File: src/rtl/beta_operand_stage.sv
// beta_operand_stage
//   Operand-fetch stage in front of the Beta ALU. Reads the 32-entry register
//   file (with same-cycle writeback bypass), selects Rb or the sign-extended
//   literal, and registers A/B/ALUOp/Rc for the ALU. A per-register pending
//   scoreboard stalls readers of registers whose writeback is still in flight.
// Ports
//   clk, reset_n             clock, async active-low reset
//   in_valid/in_ready        decode handshake
//   in_alu_op, in_ra, in_rb, in_rc, in_use_lit, in_lit   decoded op fields
//   out_valid/out_ready      ALU handshake
//   out_a, out_b, out_alu_op, out_rc                     registered operands
//   wb_en, wb_rc, wb_data    ALU result write into the register file
module beta_operand_stage #(
    parameter int DATA_W   = 32,
    parameter int LIT_W    = 16,
    parameter int ZERO_REG = 31
) (
    input  logic              clk,
    input  logic              reset_n,
    input  logic              in_valid,
    output logic              in_ready,
    input  logic [4:0]        in_alu_op,
    input  logic [4:0]        in_ra,
    input  logic [4:0]        in_rb,
    input  logic [4:0]        in_rc,
    input  logic              in_use_lit,
    input  logic [LIT_W-1:0]  in_lit,
    output logic              out_valid,
    input  logic              out_ready,
    output logic [DATA_W-1:0] out_a,
    output logic [DATA_W-1:0] out_b,
    output logic [4:0]        out_alu_op,
    output logic [4:0]        out_rc,
    input  logic              wb_en,
    input  logic [4:0]        wb_rc,
    input  logic [DATA_W-1:0] wb_data
);

    localparam int         NREG = 32;
    localparam logic [4:0] ZR   = 5'(ZERO_REG);

    logic [DATA_W-1:0] rf [NREG];
    logic [NREG-1:0]   pending;
    logic [NREG-1:0]   pending_nxt;
    logic [NREG-1:0]   wb_mask;
    logic [NREG-1:0]   pend_eff;
    logic [DATA_W-1:0] rd_a;
    logic [DATA_W-1:0] rd_b;
    logic [DATA_W-1:0] sel_b;
    logic              wb_live;
    logic              hazard;
    logic              accept;

    // A write to the zero register is dropped entirely: no bypass, no clear.
    assign wb_live = wb_en && (wb_rc != ZR);
    assign wb_mask = wb_live ? (NREG'(1) << wb_rc) : '0;

    // A register being written back this cycle is not a hazard: the bypass
    // below hands the reader the value being written.
    assign pend_eff = pending & ~wb_mask;

    always_comb begin
        rd_a = '0;
        if (in_ra != ZR)
            rd_a = (wb_live && wb_rc == in_ra) ? wb_data : rf[in_ra];
    end

    always_comb begin
        rd_b = '0;
        if (in_rb != ZR)
            rd_b = (wb_live && wb_rc == in_rb) ? wb_data : rf[in_rb];
    end

    assign sel_b    = in_use_lit ? {{(DATA_W-LIT_W){in_lit[LIT_W-1]}}, in_lit} : rd_b;
    assign hazard   = pend_eff[in_ra] | (!in_use_lit & pend_eff[in_rb]);
    assign in_ready = (!out_valid | out_ready) & !hazard;
    assign accept   = in_valid & in_ready;

    // Accept sets after writeback clears, so a same-cycle new writer of the
    // retiring register leaves the bit set.
    always_comb begin
        pending_nxt = pending & ~wb_mask;
        if (accept && in_rc != ZR)
            pending_nxt[in_rc] = 1'b1;
        pending_nxt[ZR] = 1'b0;
    end

    always_ff @(posedge clk or negedge reset_n) begin
        if (!reset_n) begin
            pending <= '0;
            for (int i = 0; i < NREG; i++)
                rf[i] <= '0;
        end else begin
            pending <= pending_nxt;
            if (wb_live)
                rf[wb_rc] <= wb_data;
        end
    end

    always_ff @(posedge clk or negedge reset_n) begin
        if (!reset_n) begin
            out_valid  <= 1'b0;
            out_a      <= '0;
            out_b      <= '0;
            out_alu_op <= '0;
            out_rc     <= '0;
        end else if (accept) begin
            out_valid  <= 1'b1;
            out_a      <= rd_a;
            out_b      <= sel_b;
            out_alu_op <= in_alu_op;
            out_rc     <= in_rc;
        end else if (out_ready) begin
            // Drain: data regs keep their last value, only valid drops.
            out_valid <= 1'b0;
        end
    end

endmodule

File: config.mk
export PLATFORM = sky130hd
export DESIGN_NAME = beta_operand_stage
export DESIGN_NICKNAME = d
export VERILOG_FILES = /design/src/rtl/beta_operand_stage.sv
export SDC_FILE = /design/constraint.sdc
export NUM_CORES = 2
export LEC_CHECK = 0
export CORE_MARGIN = 2
export CORE_UTILIZATION = 30
export DETAILED_ROUTE_END_ITERATION = 10
export PLACE_DENSITY = 0.57
export SLEW_MARGIN = 20
export SYNTH_ARGS = -nofsm -noshare
export SYNTH_HDL_FRONTEND = slang
export SYNTH_SLANG_ARGS = --single-unit
File: constraint.sdc
create_clock -name clk -period 3.6 [get_ports clk]
set_input_delay 0.72 -clock clk [delete_from_list [all_inputs] [get_ports clk]]
set_output_delay 0.72 -clock clk [all_outputs]
set_load 0.01 [all_outputs]
; ---- After elaboration in Yosys (flattened, before gate mapping)
; Cells that the tools add are included.
[totals]
in_bits = 79
regBits = 1130
[op_classes]
n_shift = 1
order_cmp = 8
bitwise_logic = 11
n_reduce_logical = 10
muxes = 24
eq_ne = 6
[op_table]
columns = operator, n
row1 = bitwise mux 1024 bit, 1
row2 = two-way mux 32 bit, 11
row3 = binary-select mux 32 bit (select 5 bit), 2
row4 = demux 32 bit (select 5 bit), 1
row5 = bitwise AND 31 x 32 -> 32 bit, 1
row6 = inverter 32 bit, 1
row7 = << shifter 1 x 5 -> 32 bit (first input constant), 1
row8 = two-way mux 31 bit, 1
row9 = bitwise OR 31 bit, 1
row10 = != test 5 bit (second input constant), 4
row11 = greater-or-equal comparator 6 bit (second input constant), 3
row12 = < comparator 5 x 6 -> 1 bit (second input constant), 3
row13 = inverter 5 -> 6 bit, 3
row14 = binary-select mux 1 bit (select 5 bit), 2
row15 = equality test 5 bit, 2
row16 = logical AND 1 bit, 6
row17 = < comparator 6 x 1 -> 1 bit (second input constant), 1
row18 = demux 1 bit (select 5 bit), 1
row19 = greater-or-equal comparator 5 x 1 -> 1 bit (second input constant), 1
row20 = two-way mux 1 bit, 5
row21 = bitwise AND 1 bit, 3
row22 = zero test 1 bit, 3
row23 = bitwise OR 1 bit, 2
row24 = nonzero test 2 bit, 1

; ---- Depth between registers and ports, before layout
[logic_depth]
word_depth = 14
depth_mapped = 12
mapped_depth_nobuf = 7

; ---- Worst setup path after synthesis
; No wires, ideal clock.
[synth_path]
path_kind = in2reg
startpoint = input in_rb[0]
endpoint = register out_b[21]
setup_slack_ns = 0.172
path_buffers = 4
path_stages = 9
setup_ns = 0.127
arrival_time_ns = 3.300
path_cell_list = buf_2 > buf_2 > buf_2 > buf_1 > mux4_2 > mux4_2 > a22oi_1 > nand2_1 > mux2_1
[synth_between]
elab_chain_len = 7
[synth_rtl]
columns = item, line
row1 = from (decl), 24  ; input logic [4:0] in_rb,
row2 = binary-select mux 1 bit (select 5 bit) or inverter 5 -> 6 bit (tied branches), "75, 71"
row3 = two-way mux 1 bit (not written as such) or binary-select mux 32 bit (select 5 bit) (tied branches), "75, 71"
row4 = bitwise AND 1 bit or two-way mux 32 bit (tied branches), "75, 71"
row5 = bitwise OR 1 bit or two-way mux 32 bit (tied branches), "75, 71"
row6 = zero test 1 bit or two-way mux 32 bit (tied branches), "76, 71"
row7 = bitwise AND 1 bit or two-way mux 32 bit (tied branches), "76, 70"
row8 = bitwise AND 1 bit or two-way mux 32 bit (tied branches), "77, 74"
row9 = to (signal assigned), 110  ; out_b <= sel_b;
row10 = to (decl), 31  ; output logic [DATA_W-1:0] out_b,
; Several ways; a longest one is shown, not always the timed one. The select of a mux whose other input is x is not followed.
; A chain may end at the register's enable or synchronous reset.

; ---- Worst setup path after layout
[layout_path]
startpoint = input wb_rc[0]
endpoint = output in_ready
[layout_between]
elab_chain_len = 11
[layout_rtl]
columns = item, line
row1 = from (decl), 35  ; input logic [4:0] wb_rc,
row2 = != test 5 bit, 55  ; assign wb_live = wb_en && (wb_rc != ZR);
row3 = logical AND 1 bit, 55
row4 = two-way mux 32 bit (*), 56  ; assign wb_mask = wb_live ? (NREG'(1) << wb_rc) : '0;
row5 = inverter 32 bit (*), -
row6 = bitwise AND 31 x 32 -> 32 bit (*), -
row7 = binary-select mux 1 bit (select 5 bit), 75  ; assign hazard = pend_eff[in_ra] | (!in_use_lit & pend_eff[in_rb]);
row8 = two-way mux 1 bit (not written as such), 75
row9 = bitwise AND 1 bit, 75
row10 = bitwise OR 1 bit (*), 75
row11 = zero test 1 bit (*), 76  ; assign in_ready = (!out_valid | out_ready) & !hazard;
row12 = bitwise AND 1 bit (*), 76
row13 = to (decl), 21  ; output logic in_ready,
; Every way passes the cells marked *; elsewhere a longest branch is shown, timed or not. The select of a mux whose other input is x is not followed.

==> results.sh <==
export IMPL_multi_input_area_sq_um=29840
export IMPL_area_growth_synth_to_final_pct=19.16
export IMPL_period_share=0.9825
export IMPL_synth_area_sq_um=59450
export IMPL_avgSynthCellArea_sq_um=15.88
export IMPL_max_vdd_ir_drop_v=0.0004358
export IMPL_cellPowerDensity_nw_per_um2=562.6
export IMPL_crit_fanout=4
export IMPL_cts_buffer_depth=3
export IMPL_grtUsageTotal=0.1897
export IMPL_path_clk_slew_ns=0.06
export IMPL_fp_coreArea_sq_um=197200
export IMPL_regArea_sq_um=28280
export IMPL_final_common_cell="dfrtp_1"
export IMPL_synthCells=3743
export IMPL_finalCriticalPeriod_ns=3.537
export IMPL_cts_root_buf="clkbuf_16"
export IMPL_portBuffers=154
export IMPL_worst_slew_pin_slew_ns=1.104
export IMPL_setup_slack_ns=0.06295
export IMPL_crit_path_start_kind="primary input"
export IMPL_gp_congestion=0.8683
export IMPL_setup_worst_path_class="primary input to output pin"
export IMPL_grt_first_pass_wirelength_mm=282.5
export IMPL_io_pins=155
export IMPL_cp_required_ns=2.88
export IMPL_synth_top_area_frac=0.4756
export IMPL_crit_chain="clkdlybuf4s15_2 > or4bb_4 > o2111a_1 > a41oi_2 > nor4b_4 > o31a_1 > and3_4 > buf_2"
export IMPL_path_delay_family="simple AND/OR/NAND/NOR gates"
export IMPL_outcome="finished, final reports clean"
export IMPL_clkSinkCount=1130
export IMPL_path_buf_inv=2
export IMPL_via_count=36759
export IMPL_wire_per_inst_um=28.69
export IMPL_post_place_ws_ns=-0.9354
export IMPL_drc_errors=0
export IMPL_ant_nets=0
export IMPL_maxCapViolations=0
export IMPL_whs_ns=0.3926
export IMPL_post_place_cells=6440
export IMPL_cp_slowest_cell="or4bb_4"
export IMPL_grt_setup_unrepaired="no"
export IMPL_synth_fp_nets=3822
export IMPL_start_util=0.3015
export IMPL_ys_ff_latch=1130
export IMPL_grt_start_max_net_pins=90
export IMPL_hpwlAfterDp_mm=114.9
export IMPL_finalNetCount=4016
export IMPL_drive_above_1_share=0.5594
export IMPL_dieArea_sq_um=201800
export IMPL_end_kind="output pin"
export IMPL_min_path_type="flop to flop"
export IMPL_slowest_delay_ns=0.61
export IMPL_yosysWarnings=0
export IMPL_hold_viol=0
export IMPL_clock_latency_ns=0.78
export IMPL_die_height_um=449.2
export IMPL_ys_flop_type="dfrtp_1"
export IMPL_grt_pass1_vias=39025
export IMPL_relSlewSlack=0.2642
export IMPL_grt_overflow=0
export IMPL_drt_iter0_drc=3163
export IMPL_leakage_nw=29.75
export IMPL_fin_cells=6679
export IMPL_cts_htree_levels=4
export IMPL_ys_seq_area_frac=0.4756
export IMPL_finalSetupViolCount=0
export IMPL_ys_async_sr_fraction=1.000
export IMPL_synth_area_leaders="dfrtp_1, mux4_2, mux2_2"
export IMPL_tritoncts="yes"
export IMPL_antenna_found_initial=9
export IMPL_skew_ns=0.03539
export IMPL_final_cell_mix="dfrtp_1, mux2_2, mux4_2, buf_4, clkdlybuf4s50_1"
export IMPL_placementRows=163
export IMPL_max_freq_mhz=282.7
export IMPL_arrival_ns=2.82
export IMPL_numCtsBuffers=130
export IMPL_via_per_inst=5.504
export IMPL_dr_pass1_iters=6
export IMPL_maxSlewViolCount=0
export IMPL_postRouteWirelength_mm=191.6
export IMPL_synthDistinctLibCells=65
export IMPL_die_w_um=449.2
export IMPL_yosys_area_top_type="dfrtp_1"
export IMPL_nFillCells=18658
export IMPL_synth_edf_count=0
==> layer usage <==
layer / global-route usage / vias to the layer above / share of wire / wire [um]
li1: - / 15028 / - / -
met1: 0.2417 / 20268 / 0.41 / 78320
met2: 0.3238 / 1100 / 0.50 / 96480
met3: 0.03081 / 353 / 0.050 / 9558
met4: 0.07086 / 10 / 0.038 / 7213
met5: 0 / - / 0.00035 / 67
==> path summary, 6_finish.rpt <==
path | startpoint | to | slack (ns) | depth (start not counted)
worst max-delay path | wb_rc[0] | in_ready | 0.06 | 8
worst min-delay path | rf[3] | rf[3] | 0.39 | 0
worst max register to register | pending[19] | out_b[31] | 0.96 | 9
worst min register to register | rf[3] | rf[3] | 0.39 | 0
max in group asynchronous | reset_n | out_b[31] | 1.97 | 3
min in group asynchronous | reset_n | out_rc[1] | 0.55 | 2
==> cell usage after synthesis (3+ instances only) <==
library cell and count:
nand4_1 7, nand2b_1 5, nor3_1 5, nor2_1 64, clkbuf_1 287, a21oi_1 23, xor2_1 4, o2111ai_1 7
a211oi_1 34, buf_1 104, mux2i_1 50, xnor2_1 6, nand3_1 7, o21ai_0 69, nand2_1 84, a222oi_1 14
buf_2 26, mux2_1 55, a32o_1 5, and2_1 5, o211ai_1 18, mux4_2 641, or3_1 3, and3_1 3
nor2b_1 9, mux2_2 1012, buf_12 5, dfrtp_1 1130, a22oi_1 5, nor3b_1 4
==> state kept, by name, indices dropped and copies added, names as in the netlist <==
register	count
rf	1024
out_a	32
out_b	32
pending	31
out_alu_op	5
out_rc	5
out_valid	1
==> cells by family after synthesis <==
logic type	Yosys count	share of synthesized area
muxes	1758	0.4533
and+or+nand+nor	216	0.01766
xor gates and xnor gates	10	0.001473
AOI/OAI and AO/OA	197	0.02235
buffers and inverters	432	0.02957
DFF	1130	0.4756
==> per-stage QoR <==
step           power [mW]    util  cell area, sq um  setup TNS [ns]
2_1_floorplan       22.86       -             59450               0
3_3_place_gp        26.23  0.3365             66350          -46.95
3_5_place_dp        26.51  0.3365             66350          -43.04
4_1_cts             40.24  0.3592             70840               0
5_1_grt             41.63  0.3592             70840               0
6_report            39.86  0.3592             70850               0
==> report_power, final <==
part / leakage (nW) / internal [mW] / switching (mW)
logic: 13.2 / 5.72 / 3.40
registers: 14.5 / 15.4 / 1.82
clock network: 2.12 / 7.92 / 5.64
==> cell type report <==
| class | instances | area share |
|---|---|---|
| Antenna cell | 1 | 0.00003532 |
| Clock buffer | 198 | 0.05496 |
| Clock inverter | 35 | 0.006022 |
| Inverter | 6 | 0.0003885 |
| Multi-Input combinational cell | 2182 | 0.4212 |
| Sequential cell | 1130 | 0.3991 |
| Tap cell | 2640 | 0.04663 |
| Timing Repair Buffer | 487 | 0.07158 |
==> timing repair <==
item / 4_1_cts / 5_1_grt
setup endpoints to repair: 1 / 1
hold buffers: 1 / 0
endpoints found under the hold margin: 18 / 0
resized for setup: 57 / 2
gates cloned: 2 / 0
buffers inserted: 2 / 0
pin swaps: 11 / 1
Power figures use the tool's default switching activity.
